==> config.mk <==
export PLATFORM = sky130hd
export DESIGN_NAME = game_timer_ctrl
export DESIGN_NICKNAME = d
export VERILOG_FILES = /design/src/rtl/saper_pkg.sv /design/src/rtl/bcd_digit_ctr.sv /design/src/rtl/game_timer_ctrl.sv
export SDC_FILE = /design/constraint.sdc
export NUM_CORES = 1
export LEC_CHECK = 0
export BUFFER_PORTS_ARGS = -buffer_cell sky130_fd_sc_hd__buf_4
export CAP_MARGIN = 30
export CORE_ASPECT_RATIO = 0.75
export CORE_MARGIN = 2
export CORE_UTILIZATION = 35
export CTS_CLUSTER_DIAMETER = 60
export CTS_CLUSTER_SIZE = 10
export DETAILED_ROUTE_END_ITERATION = 16
export PLACE_DENSITY = 0.49
export SYNTH_ARGS = -nofsm -noshare
export SYNTH_HDL_FRONTEND = slang
export SYNTH_HIERARCHICAL = 1
export SYNTH_SLANG_ARGS = --single-unit
==> constraint.sdc <==
create_clock -name clk -period 4.97 [get_ports clk]
set_clock_uncertainty 0.2 [all_clocks]
set_input_delay 0.7455 -clock clk [delete_from_list [all_inputs] [get_ports clk]]
set_output_delay 0.7455 -clock clk [all_outputs]
set_load 0.03 [all_outputs]
==> src/rtl/saper_pkg.sv <==
// Shared types and sizes for the Saper play-screen timer.
package saper_pkg;

  typedef enum logic [1:0] {
    TMR_IDLE,
    TMR_RUNNING,
    TMR_PAUSED,
    TMR_STOPPED
  } timer_state_t;

  localparam int BCD_DIGITS = 3;
  localparam int BCD_W      = 4;
  localparam int SEC_W      = 10;

endpackage

==> src/rtl/bcd_digit_ctr.sv <==
// One BCD digit (0..9) with increment, synchronous clear and a saturation hold.
// carry is combinational so a chain of digits ripples within one cycle.
module bcd_digit_ctr (
  input  logic       clk,
  input  logic       rst,
  input  logic       inc,
  input  logic       clr,
  input  logic       hold_at_max,
  output logic [3:0] digit,
  output logic       carry
);

  logic step;

  assign step  = inc & ~hold_at_max;
  assign carry = step && (digit == 4'd9);

  always_ff @(posedge clk or posedge rst) begin
    if (rst)       digit <= '0;
    else if (clr)  digit <= '0;
    else if (step) digit <= carry ? 4'd0 : digit + 4'd1;
  end

endmodule

==> src/rtl/game_timer_ctrl.sv <==
// Elapsed-time controller: start/pause/stop/clear FSM, 1 Hz prescaler,
// saturating binary seconds counter and a parallel BCD digit chain.
module game_timer_ctrl
  import saper_pkg::*;
#(
  parameter int TICK_DIV    = 65_000_000,
  parameter int MAX_SECONDS = 999,
  parameter int PRESC_W     = $clog2(TICK_DIV)
) (
  input  logic        clk,
  input  logic        rst,
  input  logic        start,
  input  logic        pause,
  input  logic        stop,
  input  logic        clear,
  output logic        sec_tick,
  output logic        running,
  output logic        frozen,
  output logic        saturated,
  output logic [9:0]  seconds_bin,
  output logic [11:0] seconds_bcd
);

  localparam logic [PRESC_W-1:0] PRESC_LAST = PRESC_W'(TICK_DIV - 1);
  localparam logic [SEC_W-1:0]   SEC_MAX    = SEC_W'(MAX_SECONDS);

  timer_state_t                        state_q, state_d;
  logic [PRESC_W-1:0]                  presc_q, presc_d;
  logic [SEC_W-1:0]                    count_q, count_d;
  logic                                tick, at_max, count_inc;
  logic [BCD_DIGITS:0]                 carry;
  logic [BCD_DIGITS-1:0][BCD_W-1:0]    bcd_q;
  logic                                bcd_carry_unused;

  // clear > stop > pause > start
  always_comb begin
    state_d = state_q;
    if (clear) begin
      state_d = TMR_IDLE;
    end else begin
      case (state_q)
        TMR_IDLE:    if (start && !pause) state_d = TMR_RUNNING;
        TMR_RUNNING: if (stop)            state_d = TMR_STOPPED;
                     else if (pause)      state_d = TMR_PAUSED;
        TMR_PAUSED:  if (stop)            state_d = TMR_STOPPED;
                     else if (!pause)     state_d = TMR_RUNNING;
        TMR_STOPPED: state_d = TMR_STOPPED;
        default:     state_d = TMR_IDLE;
      endcase
    end
  end

  // The tick cycle is still counted when stop/pause arrive with it; only clear cancels it.
  assign tick      = (state_q == TMR_RUNNING) && (presc_q == PRESC_LAST) && !clear;
  assign at_max    = (count_q == SEC_MAX);
  assign count_inc = tick && !at_max;

  // Prescaler parks at 0 in IDLE and holds its partial second while PAUSED/STOPPED.
  always_comb begin
    presc_d = presc_q;
    if (clear || state_q == TMR_IDLE)
      presc_d = '0;
    else if (state_q == TMR_RUNNING)
      presc_d = (presc_q == PRESC_LAST) ? '0 : presc_q + PRESC_W'(1);
  end

  always_comb begin
    count_d = count_q;
    if (clear)          count_d = '0;
    else if (count_inc) count_d = count_q + SEC_W'(1);
  end

  always_ff @(posedge clk or posedge rst) begin
    if (rst) begin
      state_q   <= TMR_IDLE;
      presc_q   <= '0;
      count_q   <= '0;
      sec_tick  <= 1'b0;
      running   <= 1'b0;
      frozen    <= 1'b0;
      saturated <= 1'b0;
    end else begin
      state_q   <= state_d;
      presc_q   <= presc_d;
      count_q   <= count_d;
      sec_tick  <= tick;
      running   <= (state_d == TMR_RUNNING);
      frozen    <= (state_d == TMR_STOPPED);
      saturated <= (count_d == SEC_MAX);
    end
  end

  assign carry[0] = count_inc;

  for (genvar i = 0; i < BCD_DIGITS; i++) begin : g_digit
    bcd_digit_ctr u_digit (
      .clk         (clk),
      .rst         (rst),
      .inc         (carry[i]),
      .clr         (clear),
      .hold_at_max (at_max),
      .digit       (bcd_q[i]),
      .carry       (carry[i+1])
    );
  end

  // MAX_SECONDS <= 999, so the hundreds digit never carries out.
  assign bcd_carry_unused = carry[BCD_DIGITS];

  assign seconds_bin = count_q;
  assign seconds_bcd = bcd_q;

endmodule

==> summary.txt, run 1 <==
Layout
  – Layout area overhead: 15.4%
  – Antenna Cells: 0
  – Share of layout cells above drive strength 1: 16.9%
  – Layout Nets: 403

Timing
  – Slew HR: 58.3%
  – Fin. Hold Viols: 0
  – Total negative slack: 0 ps
  – Max Slew Vio Count: 0
  – Fmax: 276 MHz
  – Period utilization: 72.8%
  – Final Critical Period: 3620 ps
  – RSZ-0062 raised after global routing: false
  – Endpoints failing setup: 0
  – Worst hold slack: 154 ps
  – Worst slew pin tran: 623 ps

Setup path
  – Worst Path Arrival: 3640 ps
  – Worst-path maximum fanout: 7
  – CP cell instances: ha_1 > nand3_1 > nor3_1 > nand4_2 > nor3_1 > nand2b_4 > and2b_2 > nand2b_4 > and2b_2 > nand2b_4 > or4b_1 > a31oi_1
  – Setup Crit Path Kind: reg2reg
  – CP most frequent cell: nand2b_4
  – Delay of the slowest critical-path stage: 510 ps
  – CP Depth: 12
  – R2r worst-path depth: 12
  – Crit. End Element: flop
  – Worst path top cell family by delay: simple AND/OR/NAND/NOR gates
  – Slowest CP cell: nor3_1
  – Critical Path RT: 4990 ps
  – CP bufs+invs: 0
  – Critical Path Source Type: flop

Synthesis
  – Warning count from the yosys run: 6
  – Syn_nets: 375
  – Post-Syn Area: 3300 um2
  – Syn Area/Cell: 9.14 um2
  – Cell count after synthesis: 361

Route
  – Drt pass-1 iters: 4
  – M1 WL: 4390 um
  – Wirelength per Cell: 15.3 um
  – WL met3: 248 um
  – # DRC: 0
  – Routed WL: 7920 um
  – Wire length on met2: 3220 um
  – Final ANT Viol Nets: 0
  – 1st-iter DRT viols: 175
  – Highest routed metal layer: met4
  – Vias: 2722
  – Vias/cell: 5.25

Clock network
  – PostCTS Resize Cnt: 0
  – Clk root buf: clkbuf_16
  – CTS tree: built
  – Clk slew on worst S/H paths: 70 ps
  – TritonCTS buffer count: 5
  – Hold_buf cts: 0
  – Clk_lat worst skew: 300 ps
  – Clock sinks: 54
  – Maximum buffer depth of the clock tree: 2
  – # Post-CTS Setup Buffers: 0
  – H-tree lvl count: 2

GRT
  – Gr usage total: 17.0%
  – Largest net degree at the start of global routing: 43
  – GR Overflow Total: 0
  – Antenna violations before repair: 0
  – Vias in the first global route: 2618
  – First-pass GRT wire length: 13600 um

Status
  – Status: completed

Die
  – Area of the core: 9120 um2
  – Die area: 10200 um2
  – Die Y: 88.1 um
  – Row cnt: 30
  – Initial core utilization: 36.2%
  – Die span in x: 116 um
  – Number of I/O pins: 32

Power
  – P per Cell Area: 237 nW/um2
  – Final Total Pwr: 0.903 mW
  – Leakage: 1.62 nW
  – VDD IR max: 0.113 mV

Placement
  – Detailed-placement wirelength estimate: 5520 um
  – I/O Buffers: 31
  – Global placer's final weighted congestion: 0.822

Run
  – Max cap viols: 0

Hold path
  – Hold crit path type: in2async
## worst reg2reg max path, delay by kind of cell (launching register included)
kind,cells,cell delay (ps)
flip-flops,1,380
adder cells (fa/ha/maj),1,210
AND/OR/NAND/NOR,10,2600
AO/OA/AOI/OAI,1,170
## area by class of cell
class	count	area, um2
clock inverter	1	30.0
inverter	10	37.5
sequential	54	1350
multi-input combinational	285	1850
fill	916	5310
tap	128	160
timing repair buffer	33	248
clock buffer	7	133
## flip-flops by register name, indices dropped and copies added, names as in the netlist
| name | cells |
|---|---|
| frozen | 1 |
| state_q | 2 |
| saturated | 1 |
| sec_tick | 1 |
| g_digit.u_digit/digit | 12 |
| running | 1 |
| seconds_bin | 10 |
| presc_q | 26 |
## cell usage in the layout, fill, tap and decap left out, types with 2 or more instances in the layout
cell,count
nand2b_1,6
o22ai_1,2
dfrtp_1,54
nor3_1,9
nand2b_4,3
clkbuf_16,5
xor2_1,5
nor3_2,2
and3b_1,4
o21ai_1,2
a41oi_1,3
or4b_1,3
nor4b_4,3
and2_1,8
nor3b_1,3
nand4_1,8
xnor2_1,7
nand3b_1,5
nand4_2,3
a31oi_1,8
and2b_2,2
ha_1,8
inv_1,9
clkbuf_1,2
mux2i_1,4
a21oi_1,19
and3_1,7
nand3_1,16
nand2_1,42
or3_1,8
o31ai_1,6
o21ai_0,35
nor2_1,32
nor2b_1,3
buf_4,33
## path summary, 6_finish.rpt
check / start / endpoint / slack (ps)
max reg2reg: presc_q[0]$_DFFE_PP0P_ / g_digit[2].u_digit/digit[3]$_DFFE_PP0P_ / 1350
max in group asynchronous: rst / seconds_bin[1]$_DFF_PP0_ / 3760
min in group clk: presc_q[25]$_DFFE_PP0P_ / presc_q[25]$_DFFE_PP0P_ / 310
min: rst / g_digit[1].u_digit/digit[2]$_DFFE_PP0P_ / 150
min reg2reg: presc_q[25]$_DFFE_PP0P_ / presc_q[25]$_DFFE_PP0P_ / 310
max: presc_q[0]$_DFFE_PP0P_ / g_digit[2].u_digit/digit[3]$_DFFE_PP0P_ / 1350
## report_power, final
group / switching, mW / internal [mW] / total [mW]
clock network: 0.166 / 0.239 / 0.404
logic: 0.0392 / 0.0139 / 0.0530
registers: 0.00365 / 0.442 / 0.446
## stage by stage
stage | utilization (%) | std cells | setup WS (ps) | area [um2]
detailed placement | 40.0 | 510 | 1390 | 3640
finish | 41.7 | 518 | 1350 | 3810
CTS | 41.7 | 518 | 1360 | 3810
global placement | 40.0 | 510 | 1500 | 3640
global route | 41.7 | 518 | 1100 | 3810
floorplan | - | 361 | 1770 | 3300
## layer usage
metal  up-vias  track usage, %
met1      1314            26.3
met5         -               0
met3         8            3.25
met2        35            24.3
met4         0            3.90
li1       1365               -
(Power assumes the default switching activity.)
==> run 2, diff against run 1 <==
--- a/config.mk
+++ b/config.mk
@@ -5,6 +5,7 @@
 export SDC_FILE = /design/constraint.sdc
 export NUM_CORES = 1
 export LEC_CHECK = 0
+export ABC_AREA = 1
 export BUFFER_PORTS_ARGS = -buffer_cell sky130_fd_sc_hd__buf_4
 export CAP_MARGIN = 30
 export CORE_ASPECT_RATIO = 0.75
==> constraint.sdc (replaced) <==
create_clock -name clk -period 3.7 [get_ports clk]
set_clock_uncertainty 0.2 [all_clocks]
set_input_delay 0.555 -clock clk [delete_from_list [all_inputs] [get_ports clk]]
set_output_delay 0.555 -clock clk [all_outputs]
set_load 0.03 [all_outputs]
==> run 2 against run 1 <==
- utilization up 0.18 points
- largest power group unchanged
- area after synthesis up 4.9%
- design area up 5.9%
- register-to-register slack worse by 230 ps
- combinational power up 44%
- sequential share of layout area down 2.0 points
- final cell count up 22%
- maximum frequency up 40%
==> summary.txt, run 2 <==
Status
  – Status: completed

Clock network
  – PostCTS Resize Cnt: 0
  – # Post-CTS Setup Buffers: 0
  – Maximum buffer depth of the clock tree: 2
  – Clk_lat worst skew: 290 ps
  – CTS tree: built
  – Hold_buf cts: 1
  – Clock sinks: 54
  – TritonCTS buffer count: 5
  – H-tree lvl count: 2
  – Clk root buf: clkbuf_16
  – Clk slew on worst S/H paths: 70 ps

Synthesis
  – Post-Syn Area: 3460 um2
  – Warning count from the yosys run: 6
  – Syn_nets: 475
  – Cell count after synthesis: 461
  – Syn Area/Cell: 7.50 um2

Die
  – Initial core utilization: 36.0%
  – Area of the core: 9620 um2
  – Number of I/O pins: 32
  – Row cnt: 31
  – Die Y: 90.1 um
  – Die area: 10700 um2
  – Die span in x: 119 um

GRT
  – Antenna violations before repair: 0
  – Vias in the first global route: 2882
  – Gr usage total: 16.4%
  – First-pass GRT wire length: 14200 um
  – GR Overflow Total: 0
  – Largest net degree at the start of global routing: 35

Timing
  – Fmax: 388 MHz
  – Endpoints failing setup: 0
  – Total negative slack: 0 ps
  – Max Slew Vio Count: 0
  – Worst slew pin tran: 586 ps
  – Slew HR: 60.9%
  – Final Critical Period: 2580 ps
  – RSZ-0062 raised after global routing: false
  – Fin. Hold Viols: 0
  – Period utilization: 69.7%

Power
  – P per Cell Area: 301 nW/um2
  – Switching power: 0.275 mW
  – VDD IR max: 0.183 mV
  – Flop pwr share: 49.7%
  – Clock power share: 44.0%
  – Final Total Pwr: 1.21 mW
  – Internal power: 0.938 mW
  – Leakage: 1.88 nW
  – Comb power frac: 6.3%
  – Switch share: 22.7%

Setup path
  – Critical Path Source Type: flop
  – Worst-path maximum fanout: 5
  – Setup Crit Path Kind: reg2reg
  – Worst Path Arrival: 2560 ps
  – Register-to-register setup slack: 1120 ps
  – Crit. End Element: flop
  – Critical Path RT: 3690 ps

Layout
  – Max FFs per register: 26
  – Post-route core utilization: 41.9%
  – Antenna Cells: 0
  – Largest reg by FF count: presc_q
  – Layout Nets: 513
  – Share of layout cells above drive strength 1: 21.4%
  – Most common cell after layout, fill and taps aside: nand2_1
  – Most frequent cells in the layout: 100 x nand2_1, 64 x inv_1, 57 x nor2_1
  – Layout area overhead: 16.6%

Route
  – 1st-iter DRT viols: 233
  – Vias: 2948
  – Drt pass-1 iters: 4
  – Wirelength per Cell: 13.0 um
  – # DRC: 0
  – Vias/cell: 4.66
  – Routed WL: 8200 um
  – Final ANT Viol Nets: 0

Placement
  – Global placer's final weighted congestion: 0.891
  – I/O Buffers: 31
  – Detailed-placement wirelength estimate: 6430 um

Run
  – Max cap viols: 0

Hold path
  – Hold crit path type: reg2reg
run 2: critical path, stage by stage, from the launching register on:
cell     delay (ps)
dfrtp_1         430
ha_1            260
nand2_1         110
nor2_1           50
nand3_1         170
nand4_1         180
inv_1            80
inv_1            70
nor3_1          180
inv_1           100
nor3_1          180
inv_1            90
nor2_4          130
nor2_1          100
nand2_1          80
o21ai_2          50
run 2: stage by stage:
| step | cells | cell area (um2) | setup slack, ps | hold WS [ps] |
|---|---|---|---|---|
| finish | 632 | 4030 | 1120 | 312 |
| global route | 632 | 4030 | 789 | 338 |
| CTS | 632 | 4030 | 1110 | 308 |
| detailed placement | 623 | 3850 | 1100 | 285 |
| global placement | 623 | 3850 | 1120 | 281 |
| floorplan | 461 | 3460 | 1190 | 121 |
run 2: worst paths after layout:
| kind | from | to | cells after the start |
|---|---|---|---|
| min in group asynchronous | rst | g_digit[0].u_digit/digit[2]$_DFFE_PP0P_ | 3 |
| setup / recovery | seconds_bin[0]$_DFF_PP0_ | g_digit[2].u_digit/digit[0]$_DFFE_PP0P_ | 15 |
| max in group asynchronous | rst | presc_q[20]$_DFFE_PP0P_ | 4 |
| hold reg to reg | presc_q[24]$_DFFE_PP0P_ | presc_q[24]$_DFFE_PP0P_ | 1 |
| hold / removal | presc_q[24]$_DFFE_PP0P_ | presc_q[24]$_DFFE_PP0P_ | 1 |
| setup reg to reg | seconds_bin[0]$_DFF_PP0_ | g_digit[2].u_digit/digit[0]$_DFFE_PP0P_ | 15 |
run 2: per-layer routing:
metal	vias to the layer above	global-route usage [%]	share of wire, %
met5	-	0	0
met3	8	3.93	5.6
met4	0	3.57	0.93
met2	67	22.5	39
li1	1541	-	-
met1	1332	25.6	54
run 2: cell type report:
cell class,instances,area [um2]
well taps,132,165
fillers,1009,5590
repair buffers,34,258
inverters,83,314
flip-flops and latches,54,1350
clock inverters,3,45.0
clock buffers,5,125
multi-input cells,321,1770
run 2: power by group through the flow:
stage	clock (mW)	combinational, mW	sequential (mW)
2_1_floorplan	0	0.0506	0.616
3_5_place_dp	0	0.0773	0.615
5_1_grt	0.584	0.0876	0.604
4_1_cts	0.561	0.0785	0.603
6_report	0.534	0.0765	0.603
3_3_place_gp	0	0.0762	0.615
==> run 3, diff against run 2 <==
==> constraint.sdc (replaced) <==
create_clock -name clk -period 2.65 [get_ports clk]
set_clock_uncertainty 0.2 [all_clocks]
set_input_delay 0.3975 -clock clk [delete_from_list [all_inputs] [get_ports clk]]
set_output_delay 0.3975 -clock clk [all_outputs]
set_load 0.03 [all_outputs]
==> run 3 against run 2 <==
- setup slack got worse by 930 ps
- critical path depth is 2 higher
- register-to-register slack got worse by 930 ps
- utilization up 1.3 points
- combinational power rose by 50%
- first-iteration DRC count grew 5.6%
- sequential share of layout area decreased by 1.0 points
- clock-buffer cell count rose by 2
- via count increased by 6.2%
- clock power grew 27%
- design area rose by 3.1%
==> summary.txt, run 3 (same netlist as run 2, synthesis figures left out) <==
Status
  – Status: completed

Timing
  – Worst hold slack: 195 ps
  – Slew HR: 63.0%
  – Fmax: 408 MHz
  – Endpoints failing setup: 0
  – Worst slew pin tran: 555 ps
  – Period utilization: 92.6%
  – Fin. Hold Viols: 0
  – Max Slew Vio Count: 0
  – Final Critical Period: 2450 ps

GRT
  – Met1 usage: 25.2%
  – Gr usage total: 16.7%
  – GR Overflow Total: 0
  – Vias in the first global route: 2979
  – Antenna violations before repair: 0
  – Gr busiest metal: met1
  – Largest net degree at the start of global routing: 43
  – M2 GR Usage: 24.0%
  – First-pass GRT wire length: 14500 um
  – Grt met3 use: 3.68%

Layout
  – Fin area: 4160 um2
  – Layout Nets: 527
  – Most frequent cells in the layout: 99 x nand2_1, 63 x inv_1, 56 x nor2_1
  – Max FFs per register: 26
  – Fill cells: 1028
  – Largest reg by FF count: presc_q
  – Share of layout cells above drive strength 1: 24.7%
  – Antenna Cells: 0
  – Most common cell after layout, fill and taps aside: nand2_1
  – Layout area overhead: 20.2%

Clock network
  – Clock sinks: 54
  – Clk slew on worst S/H paths: 80 ps
  – CTS tree: built
  – Clk_lat worst skew: 300 ps
  – Clk root buf: clkbuf_16
  – Maximum buffer depth of the clock tree: 2
  – H-tree lvl count: 2
  – TritonCTS buffer count: 5

Hold path
  – Hold EP: seconds_bin[5]$_DFF_PP0_
  – Hold crit path type: in2reg
  – Hold Crit Depth: 2
  – Hold Crit Start: clear

Setup path
  – Register-to-register setup slack: 200 ps
  – Critical Path Source Type: flop
  – Worst r2r src: presc_q[1]$_DFFE_PP0P_
  – Critical Path RT: 2690 ps
  – Worst-path maximum fanout: 4
  – Setup Crit Path Kind: reg2reg
  – R2r worst-path depth: 17
  – Worst Path Arrival: 2490 ps
  – Crit. End Element: flop
  – Worst reg2reg path endpoint: g_digit[2].u_digit/digit[3]$_DFFE_PP0P_

Placement
  – Global placer's final weighted congestion: 0.848
  – Detailed-placement wirelength estimate: 6580 um
  – Post-DP Area: 3910 um2
  – I/O Buffers: 31

Power
  – P per Cell Area: 394 nW/um2
  – Switching power: 0.392 mW
  – Flop pwr share: 51.6%
  – VDD IR max: 0.183 mV
  – Leakage: 1.94 nW
  – Switch share: 23.9%
  – Comb power frac: 7.0%
  – Clock power share: 41.4%
  – Final Total Pwr: 1.64 mW
  – Internal power: 1.25 mW

Route
  – Vias/cell: 4.85
  – 1st-iter DRT viols: 246
  – Routed WL: 8510 um
  – Wirelength per Cell: 13.2 um
  – Final ANT Viol Nets: 0
  – # DRC: 0
  – Drt pass-1 iters: 4
  – Vias: 3132

Die
  – Row cnt: 31
  – Area of the core: 9620 um2
  – Die Y: 90.1 um
  – Die area: 10700 um2
  – Initial core utilization: 36.0%
  – Die span in x: 119 um
  – Number of I/O pins: 32

Run
  – Max cap viols: 0
## run 3: changes by cell type in the layout (fill, tap and decap cells not counted), moves of 2 or more
cell / before / now
nor3_1: 13 / 11
nor3_2: 3 / 5
buf_4: 33 / 47
ha_1: 8 / 6
clkinvlp_4: 2 / 0
## run 3: timing repair
item	CTS	global route
hold buffers	1	0
resized for setup	0	11
setup endpoints to repair	0	4
setup buffers	0	6
endpoints found under the hold margin	12	0
## run 3: layout make-up
class	count	area [um2]	share of cell area, %
clock buffers	7	143	3.43
clock inverters	1	5.00	0.120
inverters	83	315	7.58
multi-input cells	321	1820	43.7
flip-flops and latches	54	1350	32.5
well taps	132	165	3.97
repair buffers	48	363	8.72
## run 3: through the flow
step / utilization (%) / cells / setup WS, ps / TNS, ps
after floorplan: - / 461 / 142 / 0
after global routing: 43.2 / 646 / -11.6 / -12.5
after CTS: 42.3 / 640 / 114 / 0
final: 43.2 / 646 / 197 / 0
after detailed placement: 40.7 / 631 / 131 / 0
after global placement: 40.7 / 631 / 148 / 0
## run 3: per-layer routing
| metal | routed length, um | vias to the layer above | part of all wire [%] |
|---|---|---|---|
| li1 | - | 1584 | - |
| met1 | 4280 | 1458 | 50 |
| met2 | 3540 | 78 | 42 |
| met3 | 581 | 12 | 6.8 |
| met4 | 103 | 0 | 1.2 |
| met5 | 0 | - | 0 |
## run 3: worst max path at each step
stage / slack [ps] / end / from / depth (start not counted)
final: 200 / g_digit[2].u_digit/digit[3]$_DFFE_PP0P_ / presc_q[1]$_DFFE_PP0P_ / 17
after global routing: -10 / g_digit[2].u_digit/digit[3]$_DFFE_PP0P_ / presc_q[1]$_DFFE_PP0P_ / 17
after CTS: 110 / g_digit[2].u_digit/digit[0]$_DFFE_PP0P_ / presc_q[1]$_DFFE_PP0P_ / 16
after detailed placement: 130 / g_digit[2].u_digit/digit[0]$_DFFE_PP0P_ / presc_q[1]$_DFFE_PP0P_ / 16
after global placement: 150 / g_digit[2].u_digit/digit[0]$_DFFE_PP0P_ / presc_q[1]$_DFFE_PP0P_ / 16
after floorplan: 140 / g_digit[2].u_digit/digit[0]$_DFFE_PP0P_ / seconds_bin[0]$_DFF_PP0_ / 15
## run 3: critical path, cell delays in order (launching register included)
cell     delay, ps
dfrtp_1        420
ha_4           180
nand3_4         90
inv_4           70
nand2_1         80
nor2_4         140
nand4_1        140
inv_1          100
inv_2           60
nor3_2         160
inv_1           90
nor3_2         160
inv_1           80
nor2_4         170
nand2_2         70
nor2_2          90
nand2_1         50
nand2_1         50
## run 3: power groups by stage
stage          logic (mW)  registers [mW]  clock network, mW
6_report            0.115           0.846              0.678
5_1_grt             0.136           0.847              0.735
4_1_cts             0.115           0.842              0.705
3_5_place_dp        0.114           0.858                  0
3_3_place_gp        0.113           0.858                  0
2_1_floorplan      0.0707           0.860                  0
